--- config.mk ---
export PLATFORM = sky130hd
export DESIGN_NAME = id_ex_stage
export DESIGN_NICKNAME = d
export VERILOG_FILES = /design/src/rtl/id_ex_stage.sv
export SDC_FILE = /design/constraint.sdc
export NUM_CORES = 1
export LEC_CHECK = 0
export ABC_AREA = 1
export BUFFER_PORTS_ARGS = -buffer_cell sky130_fd_sc_hd__buf_2
export CAP_MARGIN = 40
export CORE_ASPECT_RATIO = 2
export CORE_MARGIN = 4
export CORE_UTILIZATION = 55
export DETAILED_ROUTE_END_ITERATION = 10
export GPL_TIMING_DRIVEN = 0
export PLACE_DENSITY = 0.85
export SYNTH_ARGS = -nofsm -noshare
export SYNTH_HDL_FRONTEND = slang
export SYNTH_SLANG_ARGS = --single-unit
--- constraint.sdc ---
create_clock -name clk -period 1.9 [get_ports clk]
set_clock_uncertainty 0.2 [all_clocks]
set_input_delay 0.095 -clock clk [delete_from_list [all_inputs] [get_ports clk]]
set_output_delay 0.095 -clock clk [all_outputs]
set_load 0.005 [all_outputs]
--- src/rtl/id_ex_stage.sv ---
// ID/EX pipeline register built as a 2-entry skid buffer. The main entry drives the ALU.
// InReady is decoded from registered state only, so OutReady has no combinational path to it.
module id_ex_stage #(
    parameter int DATA_W = 32
) (
    input  logic              clk,
    input  logic              rst_n,
    input  logic              InValid,
    output logic              InReady,
    input  logic [DATA_W-1:0] InSrcA,
    input  logic [DATA_W-1:0] InSrcB,
    input  logic [2:0]        InALUControl,
    input  logic [4:0]        InRd,
    input  logic              InRegWrite,
    input  logic              Flush,
    output logic              OutValid,
    input  logic              OutReady,
    output logic [DATA_W-1:0] SrcA,
    output logic [DATA_W-1:0] SrcB,
    output logic [2:0]        ALUControl,
    output logic [4:0]        Rd,
    output logic              RegWrite
);

    typedef enum logic [1:0] {EMPTY, ONE, FULL} state_t;

    typedef struct packed {
        logic [DATA_W-1:0] src_a;
        logic [DATA_W-1:0] src_b;
        logic [2:0]        alu_ctl;
        logic [4:0]        rd;
        logic              reg_write;
    } bundle_t;

    state_t  state, state_nxt;
    bundle_t main_q, main_nxt;
    bundle_t skid_q, skid_nxt;
    bundle_t in_bundle;
    logic    acc, rel;

    assign in_bundle = '{src_a: InSrcA, src_b: InSrcB, alu_ctl: InALUControl,
                         rd: InRd, reg_write: InRegWrite};

    assign InReady  = (state != FULL);
    assign OutValid = (state != EMPTY);
    assign acc      = InValid & InReady;
    assign rel      = OutValid & OutReady;

    always_comb begin
        state_nxt = state;
        main_nxt  = main_q;
        skid_nxt  = skid_q;
        case (state)
            EMPTY: begin
                if (acc) begin
                    state_nxt = ONE;
                    main_nxt  = in_bundle;
                end
            end
            ONE: begin
                if (acc && rel) begin
                    main_nxt = in_bundle;
                end else if (acc) begin
                    state_nxt = FULL;
                    skid_nxt  = in_bundle;
                end else if (rel) begin
                    state_nxt = EMPTY;
                end
            end
            FULL: begin
                if (rel) begin
                    state_nxt = ONE;
                    main_nxt  = skid_q;
                end
            end
            default: state_nxt = EMPTY;
        endcase
        // Flush wins over any accept/release; payload contents are don't-care once EMPTY
        if (Flush) state_nxt = EMPTY;
    end

    always_ff @(posedge clk or negedge rst_n) begin
        if (!rst_n) begin
            state  <= EMPTY;
            main_q <= '0;
            skid_q <= '0;
        end else begin
            state  <= state_nxt;
            main_q <= main_nxt;
            skid_q <= skid_nxt;
        end
    end

    assign SrcA       = main_q.src_a;
    assign SrcB       = main_q.src_b;
    assign ALUControl = main_q.alu_ctl;
    assign Rd         = main_q.rd;
    // A stale main entry must never cause a register-file write
    assign RegWrite   = main_q.reg_write & OutValid;

endmodule
==> qor.tcl <==
set qor(run_status) {finished, final reports clean}
set qor(design.die.area_um2) 14810
set qor(grt-ovfl-total) 0
set qor(antenna_found_initial) 0
set qor(p_total_uw) 10930
set qor(setup_viol) 0
set qor(post_synth_num_cell_types) 18
set qor(io_pins) 153
set qor(starting_utilization_of_the_core_area) 0.5620
set qor(num_antenna_cells) 0
set qor(layout_commonest_cell) {sky130_fd_sc_hd__nand2_1}
set qor(wire_length_of_the_first_global_routing_pass_mm) 31.69
set qor(clock_tree_from_tritoncts) {done}
set qor(critical_path_peak_fanout) 10
set qor(drt-total-wl_mm) 19.30
set qor(placed_cells_incl_taps) 1182
set qor(slowest_stage) {sky130_fd_sc_hd__dfrtp_1}
set qor(layout_min_cycle_time_ps) 1827
set qor(drt_pass1_iterations) 5
set qor(criticalPathCategory) {reg2out}
set qor(final_util) 0.7508
set qor(clk_transition_reported_paths_ps) 70
set qor(globalRouteMet2Util) 0.5016
set qor(postSynthAreaPerCell_um2) 8.027
set qor(vias_in_the_first_global_route) 6727
set qor(remaining_drc_errors) 0
set qor(crit_path_start_kind) {flip-flop}
set qor(tritoncts.num_buffers) 17
set qor(postSynthRegisterBits) 148
set qor(hold_path.class) {in2async}
set qor(area_growth_syn_to_layout_pct) 33.61
set qor(grt_start_max_net_pins) 78
set qor(cts_root_buf) {sky130_fd_sc_hd__clkbuf_16}
set qor(fin_crit_sh) 0.9618
set qor(final_cell_mix) {sky130_fd_sc_hd__nand2_1 (346), sky130_fd_sc_hd__buf_2 (167), sky130_fd_sc_hd__dfrtp_1 (148), sky130_fd_sc_hd__inv_1 (77), sky130_fd_sc_hd__dlygate4sd3_1 (77)}
set qor(route.vias.total) 6566
set qor(critical_path_cell_list) {inv_2, nand2_2, buf_6, clkbuf_2, buf_2}
set qor(clk_latency_worst_skew_pair_ps) 410
set qor(global_route.usage.met3) 0.04946
set qor(portbufs) 152
set qor(detailedRoute.firstIterationViolations) 375
set qor(grt.total_usage) 0.2724
set qor(post_layout_nonfiller_instances) 1290
set qor(fp-row-count) 58
set qor(vias_per_cell) 5.090
set qor(cts_post_setup_buffers_inserted) 0
set qor(final_hold_fails) 0
set qor(ys_warn_count) 0
set qor(postSynthNetCount) 957
set qor(unrepaired_setup_endpoints_after_global_routing) {false}
set qor(htreeDepth) 4
set qor(final_antenna_net_count) 0
set qor(synthesis.area_um2) 7056
set qor(max_clock_freq_mhz) 547.2
set qor(power.ir.vdd_worst_mv) 0.8171
set qor(tightestPinTransition_ps) 675.3
set qor(fp.dieW_um) 88.09
set qor(post_route_cells_drive_above_1_share) 0.2754
set qor(setup.worst_path.end_class) {output port}
set qor(die_y_um) 168.2
set qor(gr-usage-met1) 0.2973
set qor(cts_sinks) 148
set qor(core_area_um2) 12550
set qor(area.sequential_um2) 3704
set qor(gp_congestion) 0.8231
set qor(cellPowerDensity_nw_per_um2) 1159
set qor(drv_cap) 0
set qor(post_synth_inst_count) 879
set qor(cts_max_path_buffers) 2
set qor(detailedPlacementHpwl_mm) 12.47
set qor(timing.slew.headroom) 0.5498
set qor(timing.critical_path.arrival_ps) 1530
set qor(biggest_cell_delay_along_the_critical_path_ps) 430
set qor(grt-busiest-layer) {met2}
set qor(average_detailed_routed_wire_length_per_instance_um) 14.96
set qor(leakage_uw) 0.005242
set qor(synth_seq_area_share) 0.5249
set qor(multi_input_area_um2) 2241
set qor(num-fill-cells) 866
set qor(maxSlewViolCount) 0
set qor(final_net_count) 1206
set qor(critPathRequiredTime_ps) 1600
-- worst max-delay path, delay by kind of cell (launching register included) --
family / cells / cell delay (ps)
buffers and inverters: 4 / 610
AND/OR/NAND/NOR: 1 / 70
flip-flops: 1 / 430
-- cell usage after synthesis (all sizes together) --
library cell	n	area share
clkbuf	12	0.0064
a21oi	27	0.019
nor3	1	0.00071
buf	107	0.11
inv	81	0.043
nand3	3	0.0021
dfrtp	148	0.52
nand4	3	0.0027
o21ai	121	0.091
nand2	349	0.19
nor2	27	0.014
-- per-layer routing --
metal / wire length [µm] / up-vias
li1: - / 3133
met1: 6857 / 3095
met2: 10800 / 276
met3: 996 / 62
met4: 649 / 0
met5: 0 / -
-- power breakdown --
| group | total, µW | switching [µW] | internal [µW] |
|---|---|---|---|
| logic | 2920 | 1450 | 1470 |
| registers | 4670 | 522 | 4150 |
| clock network | 3340 | 1360 | 1980 |
| total | 10900 | 3330 | 7600 |
-- stage by stage --
step	instance area (µm²)	setup WS, ps	TNS (ps)	hold slack, ps
2_1_floorplan	7056	381.8	0	-400.6
3_3_place_gp	8004	-1639	-240170	157.4
3_5_place_dp	8038	47.94	0	-42.85
4_1_cts	9395	42.98	0	75.04
5_1_grt	9427	8.996	0	127.1
6_report	9427	72.67	0	68.36
-- cell type report --
type / count / share of cell area
Inverter: 81 / 0.03225
Sequential cell: 148 / 0.3929
Clock inverter: 13 / 0.01553
Multi-Input combinational cell: 531 / 0.2377
Clock buffer: 18 / 0.04659
Tap cell: 150 / 0.01991
Timing Repair Buffer: 230 / 0.1660
Buffer: 119 / 0.08906
-- flip-flops by register name, indices dropped and copies added, names as in the netlist --
register,flops
skid_q,73
SrcA,32
SrcB,32
Rd,5
ALUControl,3
state,2
main_q,1
-- what timing repair did --
item                                   in CTS  in global routing
pin swaps                                   0                  0
endpoints found under the hold margin     219                  0
setup endpoints to repair                   1                 63
hold buffers                               77                  0
resized for setup                           1                 22
cloned                                      0                  0
-- final timing paths --
check                            from    endpoint  slack [ps]  cells past startpoint
min in group clk           InSrcA[22]  skid_q[63]         280                      4
max in group asynchronous       rst_n  skid_q[26]         590                      3
hold reg to reg               SrcB[8]     SrcB[8]         280                      2
hold / removal                  rst_n    SrcA[22]          70                      2
setup reg to reg             state[0]       Rd[3]         130                     10
setup / recovery             state[0]     InReady          70                      5
-- kinds of logic (layout without fill, tap and decap cells) --
logic type	count (synthesis)	count (layout)	synth area share
and+or+nand+nor	383	383	0.2066
AOI/OAI and AO/OA	148	148	0.1103
buffers and inverters	200	461	0.1582
DFF	148	148	0.5249
(Power assumes the default switching activity.)
